===== src/rtl/dsp_seq_pkg.sv =====
// Shared types for the DSP MAC sequencer: slice opmode words, FSM states
// and the per-cycle tag that travels alongside operands through the slice.
package dsp_seq_pkg;

  // Opmode words. Bits 7..4 stay 0: no pre-adder, carry-in 0, post-adder adds.
  localparam logic [7:0] OPM_FIRST = 8'h01;  // X=M, Z=0 : start a new sum
  localparam logic [7:0] OPM_ACC   = 8'h09;  // X=M, Z=P : accumulate
  localparam logic [7:0] OPM_HOLD  = 8'h08;  // X=0, Z=P : keep P
  localparam logic [7:0] OPM_IDLE  = 8'h00;

  typedef enum logic [1:0] {
    ST_IDLE  = 2'd0,
    ST_FEED  = 2'd1,
    ST_DRAIN = 2'd2,
    ST_ZERO  = 2'd3
  } state_t;

  // One tag per cycle: v marks a real operand pair, first/last mark the
  // boundaries of the job.
  typedef struct packed {
    logic v;
    logic first;
    logic last;
  } tag_t;

  localparam tag_t TAG_NONE = '0;

endpackage


===== src/rtl/dsp_tag_pipe.sv =====
// Fixed-depth tag delay line that mirrors the slice pipeline. Stage k holds
// the tag pushed k cycles ago; stage LAG steers the opmode, stage DEPTH
// marks the cycle in which that operand's product is visible on P.
module dsp_tag_pipe
  import dsp_seq_pkg::*;
#(
  parameter int DEPTH = 3,
  parameter int LAG   = 1
) (
  input  logic clk,
  input  logic rst,
  input  tag_t tag_in,
  output tag_t tag_lag,
  output tag_t tag_out
);

  tag_t stage_q [1:DEPTH];
  tag_t stage_d [1:DEPTH];

  // Shift by one stage every cycle; bubbles enter as empty tags.
  always_comb begin
    stage_d[1] = tag_in;
    for (int k = 2; k <= DEPTH; k++) begin
      stage_d[k] = stage_q[k-1];
    end
  end

  // Tag storage, cleared by reset so an aborted job leaves nothing behind.
  always_ff @(posedge clk or posedge rst) begin
    if (rst) begin
      for (int k = 1; k <= DEPTH; k++) begin
        stage_q[k] <= TAG_NONE;
      end
    end else begin
      for (int k = 1; k <= DEPTH; k++) begin
        stage_q[k] <= stage_d[k];
      end
    end
  end

  assign tag_lag = stage_q[LAG];
  assign tag_out = stage_q[DEPTH];

endmodule


===== src/rtl/dsp_mac_sequencer.sv =====
// Drives a DSP slice as an N-tap unsigned multiply-accumulate engine.
// Handshake: an operand pair transfers in a cycle where s_valid and s_ready
// are both 1; s_ready does not depend on s_valid, and s_valid may drop at
// any time, which simply inserts a HOLD bubble into the slice.
module dsp_mac_sequencer
  import dsp_seq_pkg::*;
#(
  parameter int LEN_W      = 10,
  parameter int OPMODE_LAG = 1,
  parameter int P_LAT      = 3
) (
  input  logic             clk,
  input  logic             rst,
  input  logic             start,
  input  logic [LEN_W-1:0] len,
  input  logic             s_valid,
  output logic             s_ready,
  input  logic [17:0]      s_a,
  input  logic [17:0]      s_b,
  output logic [17:0]      dsp_a,
  output logic [17:0]      dsp_b,
  output logic [7:0]       dsp_opmode,
  output logic             dsp_ce,
  input  logic [47:0]      dsp_p,
  output logic             busy,
  output logic             res_valid,
  output logic [47:0]      res_data
);

  state_t           state_q, state_d;
  logic [LEN_W-1:0] rem_q, rem_d;
  logic             first_q, first_d;
  logic [17:0]      a_q, a_d;
  logic [17:0]      b_q, b_d;
  logic             busy_q, busy_d;
  logic             res_valid_q, res_valid_d;
  logic [47:0]      res_data_q, res_data_d;
  logic             ce_q;
  logic             accept;
  tag_t             tag_in, tag_lag, tag_out;
  logic [1:0]       unused_tag_bits;

  dsp_tag_pipe #(
    .DEPTH (P_LAT),
    .LAG   (OPMODE_LAG)
  ) u_tag_pipe (
    .clk     (clk),
    .rst     (rst),
    .tag_in  (tag_in),
    .tag_lag (tag_lag),
    .tag_out (tag_out)
  );

  assign unused_tag_bits = {tag_lag.last, tag_out.first};

  assign s_ready = (state_q == ST_FEED) && (rem_q != '0);
  assign accept  = s_ready && s_valid;

  // Next-state, operand capture, tag generation and result capture.
  always_comb begin
    state_d     = state_q;
    rem_d       = rem_q;
    first_d     = first_q;
    a_d         = a_q;
    b_d         = b_q;
    busy_d      = busy_q;
    res_valid_d = 1'b0;
    res_data_d  = res_data_q;
    tag_in      = TAG_NONE;
    unique case (state_q)
      // ZERO is the result cycle of an empty job and is not busy, so it
      // accepts a new start exactly like IDLE.
      ST_IDLE, ST_ZERO: begin
        state_d = ST_IDLE;
        if (start) begin
          if (len != '0) begin
            rem_d   = len;
            first_d = 1'b1;
            busy_d  = 1'b1;
            state_d = ST_FEED;
          end else begin
            res_valid_d = 1'b1;
            res_data_d  = '0;
            state_d     = ST_ZERO;
          end
        end
      end
      ST_FEED: begin
        if (accept) begin
          a_d          = s_a;
          b_d          = s_b;
          rem_d        = rem_q - LEN_W'(1);
          first_d      = 1'b0;
          tag_in.v     = 1'b1;
          tag_in.first = first_q;
          tag_in.last  = (rem_q == LEN_W'(1));
          if (rem_q == LEN_W'(1)) begin
            state_d = ST_DRAIN;
          end
        end
      end
      ST_DRAIN: begin
        // The last product is in P exactly when its tag leaves the line.
        if (tag_out.v && tag_out.last) begin
          res_data_d  = dsp_p;
          res_valid_d = 1'b1;
          busy_d      = 1'b0;
          state_d     = ST_IDLE;
        end
      end
      default: state_d = ST_IDLE;
    endcase
  end

  // Opmode follows the tag that is OPMODE_LAG cycles old so it meets its
  // product at the slice post-adder; bubbles hold P during a job.
  always_comb begin
    dsp_opmode = OPM_IDLE;
    if (tag_lag.v) begin
      dsp_opmode = tag_lag.first ? OPM_FIRST : OPM_ACC;
    end else if (busy_q) begin
      dsp_opmode = OPM_HOLD;
    end
  end

  // State and datapath registers.
  always_ff @(posedge clk or posedge rst) begin
    if (rst) begin
      state_q     <= ST_IDLE;
      rem_q       <= '0;
      first_q     <= 1'b0;
      a_q         <= '0;
      b_q         <= '0;
      busy_q      <= 1'b0;
      res_valid_q <= 1'b0;
      res_data_q  <= '0;
      ce_q        <= 1'b0;
    end else begin
      state_q     <= state_d;
      rem_q       <= rem_d;
      first_q     <= first_d;
      a_q         <= a_d;
      b_q         <= b_d;
      busy_q      <= busy_d;
      res_valid_q <= res_valid_d;
      res_data_q  <= res_data_d;
      ce_q        <= 1'b1;
    end
  end

  assign dsp_a     = a_q;
  assign dsp_b     = b_q;
  assign dsp_ce    = ce_q;
  assign busy      = busy_q;
  assign res_valid = res_valid_q;
  assign res_data  = res_data_q;

endmodule


===== config.mk =====
export PLATFORM = sky130hd
export DESIGN_NAME = dsp_mac_sequencer
export DESIGN_NICKNAME = d
export VERILOG_FILES = /design/src/rtl/dsp_seq_pkg.sv /design/src/rtl/dsp_tag_pipe.sv /design/src/rtl/dsp_mac_sequencer.sv
export SDC_FILE = /design/constraint.sdc
export NUM_CORES = 1
export LEC_CHECK = 0
export CORE_ASPECT_RATIO = 0.5
export CORE_UTILIZATION = 39
export CTS_BUF_LIST = sky130_fd_sc_hd__clkbuf_4 sky130_fd_sc_hd__clkbuf_8 sky130_fd_sc_hd__clkbuf_16
export DETAILED_ROUTE_END_ITERATION = 7
export PLACE_DENSITY = 0.82
export REMOVE_ABC_BUFFERS = 1
export SLEW_MARGIN = 20
export SYNTH_ARGS = -nofsm -noshare
export SYNTH_HDL_FRONTEND = slang
export SYNTH_SLANG_ARGS = --single-unit

===== constraint.sdc =====
create_clock -name clk -period 3.61 [get_ports clk]
set_input_delay 0.722 -clock clk [delete_from_list [all_inputs] [get_ports clk]]
set_output_delay 0.722 -clock clk [all_outputs]
set_load 0.01 [all_outputs]

# --- Word-level counts from Yosys, hierarchy flattened ---
# Cells that the tools add are included.
totals:
  ff_bits: 107
  input_bits: 98
  out_inout_bits: 96
  word_cells: 70
classes:
  add_sub_neg: 1
  eq_ne: 10
  n_mux: 29
  n_reduce_logical: 14
op_table:
  columns: ["op", "n"]
  rows:
  - ["2-to-1 mux 48 bit", 3]
  - ["one-hot mux 48 bit (2 select lines)", 1]
  - ["2-to-1 mux 10 bit", 3]
  - ["one-hot mux 10 bit (2 select lines)", 1]
  - ["nonzero test 10 bit", 2]
  - ["2-to-1 mux 4 bit", 3]
  - ["AND reduction 4 bit", 3]
  - ["== test 10 x 1 -> 1 bit (second input constant)", 1]
  - ["2-to-1 mux 2 bit", 5]
  - ["!= test 2 bit (second input constant)", 5]
  - ["subtractor 10 x 1 -> 10 bit (second input constant)", 1]
  - ["2-to-1 mux 1 bit", 7]
  - ["2-to-1 mux 3 bit", 2]
  - ["one-hot mux 1 bit (2 select lines)", 3]
  - ["one-hot mux 2 bit (3 select lines)", 1]
  - ["== test 2 bit (second input constant)", 2]
  - ["nonzero test 2 bit", 2]
  - ["logical AND 1 bit", 3]
  - ["AND reduction 3 bit", 1]
  - ["== test 2 x 1 -> 1 bit (second input constant)", 1]
  - ["logical NOT 2 bit", 1]
  - ["!= test 2 x 1 -> 1 bit (second input constant)", 1]
  - ["AND reduction 2 bit", 1]
  - ["OR reduction 2 bit", 1]

# --- Depth between registers and ports, before layout ---
logic_depth:
  depth_word: 5
  ltp_mapped: 9
  depth_no_buf: 6

# --- Hierarchy ---
# A second synthesis with hierarchy kept.
hier_totals:
  cells_unflattened: 351
  area_unflattened_um2: 4678.2
by_module_without_submodules:
  columns: ["module", "instances", "cells_per_inst", "area_per_inst_um2", "seq_area_each_um2"]
  rows:
  - ["dsp_mac_sequencer", 1, 338, 4426.7, 2502.4]
  - ["dsp_tag_pipe", 1, 13, 251.5, 225.2]

# --- Worst setup path after synthesis ---
# Ideal clock, no wire load.
synth_path:
  path_kind: "input port to flip-flop"
  startpoint: "in len[2]"
  endpoint: "reg res_data_q[0], in the netlist res_data[0]"
  setup_time_ns: 0.122
  arrival_time_ns: 2.014
  required_ns: 3.488
  path_slack_ns: 1.475
  path_stages: 6
  path_buffers: 2
  cell_sequence: "nor4_4 nand3_2 a211o_1 buf_2 buf_6 a32o_1"
synth_via:
  elab_chain_cells: 3
synth_rtl:
  columns: ["element", "line", "rtl"]
  rows:
  - ["start: declaration", "dsp_mac_sequencer.sv:15", "input logic [LEN_W-1:0] len,"]
  - ["nonzero test 10 bit", "dsp_mac_sequencer.sv:76", "if (len != '0) begin"]
  - ["!= test 2 bit (no source line)", null, null]
  - ["AND reduction 4 bit (no source line)", null, null]
  - ["end signal: assignment", "dsp_mac_sequencer.sv:146", "res_data_q <= res_data_d;"]
  - ["end: declaration", "dsp_mac_sequencer.sv:37", "logic [47:0] res_data_q, res_data_d;"]
# Every way passes these cells.
# A chain may end at the register's enable or synchronous reset.

# --- Worst setup path after layout ---
layout_path:
  startpoint: "reg state_q[1]"
  endpoint: "out s_ready"
layout_via:
  elab_chain_cells: 2
layout_rtl:
  columns: ["element", "line", "rtl"]
  rows:
  - ["start: declaration", "dsp_mac_sequencer.sv:30", "state_t state_q, state_d;"]
  - ["start signal: assignment", "dsp_mac_sequencer.sv:139", "state_q <= state_d;"]
  - ["== test 2 x 1 -> 1 bit", "dsp_mac_sequencer.sv:56", "assign s_ready = (state_q == ST_FEED) && (rem_q != '0);"]
  - ["logical AND 1 bit", "dsp_mac_sequencer.sv:56", null]
  - ["end: declaration", "dsp_mac_sequencer.sv:17", "output logic s_ready,"]
# Every way passes these cells.

==> results.cfg <==
[run_status]
status = finished, final reports clean

[logic_synthesis]
synthCells = 346
synthAdderAreaFrac = 0.01357
synth_warnings = 0
synth_edf_count = 0
synth.area.mux_share = 0.09691
synth-simple-area-share = 0.07356
seq_area_frac_synth = 0.5809
synthXorXnorAreaFrac = 0
async_flop_share = 1.000
synth_cell_type_count = 52
synth_top_family_by_area = compound AO/OA/AOI/OAI gates
ys_ff_latch = 107
synth_compound_area_frac = 0.1849
synthesis.area_um2 = 4609
synth_ff_type = dfrtp_1
avgSynthCellArea_um2 = 13.32

[sta]
setup_viol = 0
min_period_ps = 3120
fin_hold_ws_ps = 350.7
tightest_slew_ps = 881.9
max_freq_mhz = 320.5
tns_ps = 0
fin_skew_ps = 5.298
slew_violations = 0
relSlewSlack = 0.4093
hold_violations = 0
rsz0062_at_grt = false
fin_crit_sh = 0.8642

[setup_path]
crit_slowest_cell = clkdlybuf4s50_1
critical_path_arrival_ps = 2400
critPathMaxFanout = 15
path_cells = inv_1 > ha_1 > inv_2 > a31oi_1 > clkdlybuf4s50_1
worst_setup_path_end_kind = primary output
start_kind = flop
cp.required_ps = 2890
critPathKind = reg2out
slowest_delay_ps = 570
worstRegToRegCells = 6

[global_routing]
gr-total-overflow = 0
grt_start_max_net_pins = 57
grt_pass1_wl_um = 18660
grt_pass1_vias = 3613
grt_usage = 0.1968
antenna_found_initial = 0

[finish]
nFillCells = 908
final_cells = 690
diodes = 0
syn2layout_area_growth_pct = 50.11
layout-drive-gt1-share = 0.07345
fin_nets = 629

[floorplanning]
dieArea_um2 = 12280
start_util = 0.4097
core_um2 = 11250
die_h_um = 78.88
io_pins = 194
row_count = 27
die_w_um = 155.7

[place]
portBuffers = 187
routabilityCongestion = 0.8871
placed_cells_incl_taps = 674
hpwl_um = 8408

[drt]
drc = 0
vias_per_cell = 5.333
routed_wl_um = 11800
ant_nets = 0
dr.pass1.iters = 5
wl_per_cell_um = 17.10
vias = 3680
drtIter0Drc = 272

[cts]
cts_setup_buffers = 0
postCtsHoldBufs = 0
cts_max_level = 3
clk_pin_slew_ps = 70
clock_sink_count = 107
clk_latency_ps = 340
cts_buffers = 9
cts_tree = yes
cts_resized = 0
cts_buffer_depth = 2
clockRootBuffer = clkbuf_16

[min_path]
hold_path.class = reg2reg
hold_depth = 0

[power]
power_leakage_nw = 2.782
p_per_area_nw_per_um2 = 635.7
power.total_mw = 4.398
ir_worst_vdd_uv = 377.9

[run]
max_cap_violations = 0
==> stage by stage <==
| stage | area, um^2 | worst slack (ps) | utilization |
|---|---|---|---|
| 2_1_floorplan | 4457 | 70.76 | - |
| 3_3_place_gp | 6618 | 836.1 | 0.5883 |
| 3_5_place_dp | 6618 | 806.0 | 0.5883 |
| 4_1_cts | 6919 | 490.7 | 0.6151 |
| 5_1_grt | 6919 | 306.6 | 0.6151 |
| 6_report | 6919 | 490.2 | 0.6151 |
==> cells in the mapped netlist (all sizes together) (3+ instances only) <==
cell type  number  share of area
mux2i           3         0.0065
nand3           7         0.0087
nor2            9         0.0073
o21ai           8         0.0087
o22ai           5         0.0068
o2bb2ai         3         0.0057
a21oi           5         0.0054
nand2           7         0.0057
nor2b           6         0.0081
buf            19          0.028
inv            14          0.011
a31oi           5         0.0068
clkbuf         11         0.0090
ha              5          0.014
nand2b          5         0.0068
a32o           48           0.10
mux2           37          0.090
dfrtp         107           0.58
nor4            5          0.018
==> final cells by class <==
cell class                 count  area (um^2)  area share
inverter                      14        55.05    0.007957
tap                          159        198.9     0.02875
clock buffer                  11        240.2     0.03472
clock inverter                 5        61.31    0.008861
multi-input combinational    200         1749      0.2528
sequential                   107         2678      0.3870
timing repair buffer         194         1937      0.2799
==> per-layer routing <==
layer	up-vias	wire length (um)	GRT usage	part of all wire
met3	25	596	0.03712	0.051
met1	1845	4744	0.2338	0.40
met5	-	0	0	0
met2	134	6125	0.3525	0.52
li1	1676	-	-	-
met4	0	330	0.08529	0.028
==> cell families (layout without fill, tap and decap cells) <==
| family | count (synthesis) | count (layout) |
|---|---|---|
| buffers and inverters | 44 | 224 |
| other | 2 | 7 |
| multiplexers | 40 | 40 |
| AND/OR/NAND/NOR | 50 | 50 |
| adder cells (fa/ha/maj) | 5 | 5 |
| AO/OA/AOI/OAI | 98 | 98 |
| flip-flops | 107 | 107 |
==> cells in the final DEF (no fill, tap or decap), types with 4 or more instances in the layout <==
| cell | count |
|---|---|
| conb_1 | 7 |
| dfrtp_1 | 107 |
| o21ai_0 | 8 |
| nand3_1 | 6 |
| clkdlybuf4s50_1 | 187 |
| nor2b_1 | 6 |
| nand2_1 | 7 |
| o22ai_1 | 5 |
| a31oi_1 | 5 |
| a32o_1 | 48 |
| mux2_1 | 35 |
| ha_1 | 5 |
| nand2b_1 | 4 |
| nor2_1 | 9 |
| clkbuf_16 | 9 |
| inv_1 | 12 |
| a21oi_1 | 5 |
| buf_4 | 6 |
==> power breakdown <==
| part | total (mW) | internal, mW | switching, mW |
|---|---|---|---|
| Clock | 0.989 | 0.557 | 0.432 |
| Combinational | 1.67 | 0.913 | 0.758 |
| Sequential | 1.74 | 1.52 | 0.219 |
| Total | 4.40 | 2.99 | 1.41 |
==> path summary, 6_finish.rpt <==
kind	from	to	slack (ps)
max	state_q[1]$_DFFE_PP0P_	s_ready	490
min	u_tag_pipe.tag_lag[0]$_DFF_PP0_	u_tag_pipe.stage_d[0]$_DFF_PP0_	350
max reg2reg	state_q[1]$_DFFE_PP0P_	dsp_a[3]$_DFFE_PP0P_	1130
min reg2reg	u_tag_pipe.tag_lag[0]$_DFF_PP0_	u_tag_pipe.stage_d[0]$_DFF_PP0_	350
max in group asynchronous	rst	rem_q[1]$_DFFE_PP0P_	2050
min in group asynchronous	rst	res_data[40]$_DFFE_PP0P_	850
==> sequential cells by signal, summed over array words and instances (netlist names) <==
register and cells:
dsp_a 18, res_data 48, u_tag_pipe.stage_d 2, state_q 2, dsp_ce 1, res_valid 1
first_q 1, dsp_b 18, rem_q 10, busy 1, u_tag_pipe.tag_out 2, u_tag_pipe.tag_lag 3
==> worst max-delay path: cells and delay by family, from the launching register on <==
kind | cells | cell delay, ps
buffers and inverters | 3 | 920
adders and majority gates | 1 | 520
DFF | 1 | 400
AOI/OAI and AO/OA | 1 | 210
Power figures use the tool's default switching activity.
